===== config.mk =====
export PLATFORM = sky130hd
export DESIGN_NAME = seq_mult_8bit
export DESIGN_NICKNAME = d
export VERILOG_FILES = /design/src/rtl/seq_mult_8bit_pkg.sv /design/src/rtl/RCA_8Bit_Adder.sv /design/src/rtl/seq_mult_8bit.sv
export SDC_FILE = /design/constraint.sdc
export NUM_CORES = 1
export LEC_CHECK = 0
export CORE_MARGIN = 2
export CORE_UTILIZATION = 35
export DETAILED_ROUTE_END_ITERATION = 10
export SLEW_MARGIN = 10
export SYNTH_ARGS = -nofsm -noshare
export SYNTH_HDL_FRONTEND = slang
export SYNTH_SLANG_ARGS = --single-unit

===== constraint.sdc =====
create_clock -name clk -period 4.38 [get_ports clk]
set_input_delay 0.657 -clock clk [delete_from_list [all_inputs] [get_ports clk]]
set_output_delay 0.657 -clock clk [all_outputs]
set_load 0.05 [all_outputs]

===== src/rtl/seq_mult_8bit_pkg.sv =====
// Shared constants and state encoding for the 8x8 sequential multiplier.
package seq_mult_8bit_pkg;

    localparam int unsigned OP_W   = 8;
    localparam int unsigned PROD_W = 16;
    localparam int unsigned CNT_W  = 3;

    // 2'd3 is unused and recovers to ST_IDLE.
    typedef enum logic [1:0] {
        ST_IDLE = 2'd0,
        ST_RUN  = 2'd1,
        ST_DONE = 2'd2
    } state_t;

endpackage


===== src/rtl/RCA_8Bit_Adder.sv =====
// 8-bit ripple-carry adder: s + (c << 8) = a + b + c0.
module RCA_8Bit_Adder (
    input  logic [7:0] a,
    input  logic [7:0] b,
    input  logic       c0,
    output logic [7:0] s,
    output logic       c
);

    logic [8:0] carry;

    assign carry[0] = c0;

    for (genvar i = 0; i < 8; i++) begin : g_fa
        assign s[i]       = a[i] ^ b[i] ^ carry[i];
        assign carry[i+1] = (a[i] & b[i]) | (carry[i] & (a[i] ^ b[i]));
    end

    assign c = carry[8];

endmodule


===== src/rtl/seq_mult_8bit.sv =====
// Unsigned 8x8 shift-and-add multiplier, one add per clock, 16-bit product with done pulse.
// Optional ovf output (product[15:8] != 0) enabled by defining SEQ_MULT_8BIT_OVF_EN.
module seq_mult_8bit
    import seq_mult_8bit_pkg::*;
#(
    parameter int unsigned N = 8
) (
    input  logic        clk,
    input  logic        rst,
    input  logic        start,
    input  logic [7:0]  a,
    input  logic [7:0]  b,
    output logic        ready,
    output logic        busy,
    output logic        done,
`ifdef SEQ_MULT_8BIT_OVF_EN
    output logic        ovf,
`endif
    output logic [15:0] product
);

    // The datapath is built around a single 8-bit adder instance.
    if (N != OP_W) begin : g_bad_width
        $error("seq_mult_8bit: N must be 8");
    end

    state_t                 state;
    logic [OP_W-1:0]        m_reg;
    logic [OP_W-1:0]        acc;
    logic [OP_W-1:0]        q;
    logic [CNT_W-1:0]       count;

    logic [OP_W-1:0]        addend;
    logic [OP_W-1:0]        sum;
    logic                   carry;
    logic [OP_W-1:0]        acc_nxt;
    logic [OP_W-1:0]        q_nxt;

    assign addend = q[0] ? m_reg : '0;

    RCA_8Bit_Adder u_adder (
        .a  (acc),
        .b  (addend),
        .c0 (1'b0),
        .s  (sum),
        .c  (carry)
    );

    // Right shift of {carry, sum, q}: carry enters acc[7], sum[0] enters q[7].
    assign acc_nxt = {carry, sum[OP_W-1:1]};
    assign q_nxt   = {sum[0], q[OP_W-1:1]};

    always_ff @(posedge clk) begin
        if (rst) begin
            state   <= ST_IDLE;
            ready   <= 1'b1;
            busy    <= 1'b0;
            done    <= 1'b0;
            product <= '0;
            m_reg   <= '0;
            acc     <= '0;
            q       <= '0;
            count   <= '0;
`ifdef SEQ_MULT_8BIT_OVF_EN
            ovf     <= 1'b0;
`endif
        end else begin
            done <= 1'b0;
            case (state)
                ST_IDLE: begin
                    if (start) begin
                        m_reg <= a;
                        q     <= b;
                        acc   <= '0;
                        count <= '0;
                        state <= ST_RUN;
                        ready <= 1'b0;
                        busy  <= 1'b1;
                    end
                end
                ST_RUN: begin
                    acc   <= acc_nxt;
                    q     <= q_nxt;
                    count <= count + CNT_W'(1);
                    if (count == CNT_W'(N - 1)) begin
                        product <= {acc_nxt, q_nxt};
`ifdef SEQ_MULT_8BIT_OVF_EN
                        ovf     <= (acc_nxt != '0);
`endif
                        state   <= ST_DONE;
                        busy    <= 1'b0;
                        done    <= 1'b1;
                    end
                end
                ST_DONE: begin
                    state <= ST_IDLE;
                    ready <= 1'b1;
                end
                default: begin
                    state <= ST_IDLE;
                    ready <= 1'b1;
                    busy  <= 1'b0;
                end
            endcase
        end
    end

endmodule


==> out/results.tsv <==
stage	metric	value	unit
sta	tightest_slew	0.914	ns
detailed_routing	ant_nets	0	
place	place_congestion	0.760	
setup_path	end_kind	flip-flop	
synth	synth-edff-count	0	
setup_path	cp.arrival	3.69	ns
detailed_routing	routed_wl	3670	µm
cts	cts_buffers	5	
synth	synth_cells	184	
detailed_routing	drcViolationCount	0	
die	die-height	78.6	µm
cts	clkSinkCount	48	
flow_run	drv_cap	0	
cts	clk_transition_reported_paths	0.08	ns
setup_path	startpoint_type	flip-flop	
detailed_routing	route.vias.total	1358	
cts	htreeDepth	2	
die	die_w	78.6	µm
global_routing	antenna_found_initial	0	
min_path	hold_start	m_reg[0]	
cts	cts_resized	0	
place	hpwl	2660	µm
cts	cts_setup_buffers	0	
sta	finalSetupViolCount	0	
setup_path	crit_required	4.57	ns
sta	fin_setup_tns	0	ns
setup_path	r2r_cells	15	
final_layout	nets	246	
synth	synth-seq-cells	48	
synth	synth-compound-area-share	19.5	%
setup_path	rrSetupSlack	0.88	ns
power_and_ir_drop	power_density	350	nW/µm²
final_layout	drive_above_1_share	7.34	%
final_layout	syn_to_final_growth	25.5	%
synth	yosys.area.top_type	dfxtp_1	
synth	synthesis.area	1950	µm²
min_path	min_to	m_reg[0]	
synth	yosys-mux-area-fraction	4.69	%
synth	synth_cell_types	29	
die	fp-row-count	27	
min_path	whs_path_depth	2	
outcome	status	finished clean	
detailed_routing	first_iter_violations	62	
sta	fin_skew	0.0108	ns
synth	synth_area_leaders	dfxtp_1 49%, fa_1 7.2%, a22o_1 6.3%	
place	io_buffers	37	
global_routing	track_usage	13.2	%
cts	cts_hold_buf	0	
synth	avgSynthCellArea	10.6	µm²
sta	hold_violations	0	
synth	synth_fa_ha_area_share	9.13	%
sta	period_minus_slack	3.50	ns
power_and_ir_drop	p_leak	0.000924	µW
die	ios	38	
die	die-area	6170	µm²
synth	async_flop_share	0	%
final_layout	antennaDiodeCount	0	
die	start_util	35.8	%
synth	synth_xor_area_share	0	%
detailed_routing	via_per_inst	4.68	
sta	rsz0062_at_grt	no	
final_layout	largest_reg_flops	16	
cts	cts_root_buffer	clkbuf_8	
sta	drv_slew	0	
cts	cts_buffer_depth	2	
setup_path	path_max_fanout	9	
global_routing	grt_pass1_vias	1309	
synth	syn-num-nets	213	
synth	synth.top_cell.area_share	49.4	%
sta	slew_headroom	38.9	%
synth	yosysSeqAreaShare	49.4	%
cts	clk_latency	0.30	ns
sta	max_freq	0.286	GHz
synth	yosysWarnings	0	
setup_path	path_class	flip-flop to flip-flop	
min_path	hp-class	flip-flop to flip-flop	
die	core_area	5440	µm²
detailed_routing	post_drt_wl_per_cell	12.7	µm
setup_path	worstReg2RegStart	q[0]	
sta	fin_crit_sh	80.0	%
synth	yosys.area_share.simple	10.3	%
global_routing	grt_max_degree	23	
power_and_ir_drop	p_total	855	µW
global_routing	grt_pass1_wl	6270	µm
cts	cts_tree	built	
setup_path	r2r-end	acc[6]	
detailed_routing	dr.pass1.iters	5	
final_layout	largest-register	product	
synth	synth_ff_type	dfxtp_1	
synth	synth_top_family_by_area	compound AO/OA/AOI/OAI gates	
power_and_ir_drop	max-vdd-ir-drop	157	µV
global_routing	grt_overflow	0	
==> power breakdown <==
group	leakage, µW	internal [µW]	switching, µW
combinational	0.000479	37.1	38.6
clock	0.0000541	169	145
sequential	0.000391	451	14.0
==> Yosys cell counts, types with 3 or more instances <==
cell type,n
a22o_1,14
ha_1,3
o2bb2ai_1,12
inv_1,15
fa_1,7
buf_6,3
and2_1,3
mux2i_1,8
a21oi_1,9
a211oi_1,8
clkbuf_1,4
buf_4,3
nand2_1,22
nor2_1,10
dfxtp_1,48
==> through the flow <==
step / cell area (µm²) / setup slack, ns / hold slack, ns / util, % / cells
floorplan: 1950 / 0.946 / 0.432 / - / 184
global placement: 2330 / 0.936 / 0.444 / 42.8 / 282
detailed placement: 2330 / 0.862 / 0.447 / 42.8 / 282
CTS: 2440 / 0.860 / 0.461 / 44.9 / 290
global route: 2440 / 0.646 / 0.485 / 44.9 / 290
finish: 2440 / 0.878 / 0.460 / 44.9 / 290
==> metal layers <==
layer  vias up  GRT usage [%]  part of all wire (%)
met5         -              0                     0
met4         0           4.74                  0.84
met3         5           3.68                   4.7
met2        35           19.4                    45
met1       621           18.5                    50
li1        697              -                     -
==> critical path, stage by stage, from the launching register on <==
cell and delay (ns):
dfxtp_1 0.46, and2_1 0.16, ha_1 0.14, inv_1 0.05, fa_1 0.37, fa_1 0.37
inv_1 0.08, fa_1 0.15, inv_1 0.05, fa_1 0.37, fa_1 0.37, inv_1 0.07
fa_1 0.15, inv_1 0.05, fa_1 0.50, o2bb2ai_1 0.06
==> area by class of cell <==
cell class	count	area (µm²)
Sequential cell	48	961
Timing Repair Buffer	37	370
Multi-Input combinational cell	109	848
Clock buffer	5	68.8
Inverter	16	60.1
Fill cell	533	3000
Tap cell	72	90.1
Clock inverter	3	42.5
==> cell families after synthesis <==
group           after synthesis
mux                           9
fa+ha+maj                    10
buf+inv                      27
flops                        48
compound gates               49
simple gates                 41
==> how the worst max path moves through the flow <==
stage / from / depth (start not counted) / end / slack (ns)
global placement: q[0] / 15 / acc[6] / 0.94
global route: q[0] / 15 / acc[6] / 0.65
detailed placement: q[0] / 15 / acc[6] / 0.86
finish: q[0] / 15 / acc[6] / 0.88
floorplan: q[0] / 16 / acc[6] / 0.95
CTS: q[0] / 15 / acc[6] / 0.86
==> layout by cell type (no fill, tap or decap), drive strengths merged, types with 2 or more instances in the layout <==
| cell | Yosys | layout |
|---|---|---|
| a21oi | 9 | 9 |
| a211oi | 8 | 8 |
| nand2 | 23 | 23 |
| nor3b | 2 | 2 |
| o2bb2ai | 12 | 12 |
| ha | 3 | 3 |
| fa | 7 | 7 |
| nor2 | 10 | 10 |
| clkbuf | 4 | 5 |
| clkdlybuf4s50 | 0 | 37 |
| mux2i | 8 | 8 |
| and2 | 3 | 3 |
| o21ai | 2 | 2 |
| inv | 16 | 16 |
| a22o | 14 | 14 |
| dfxtp | 48 | 48 |
Power figures use the tool's default switching activity.
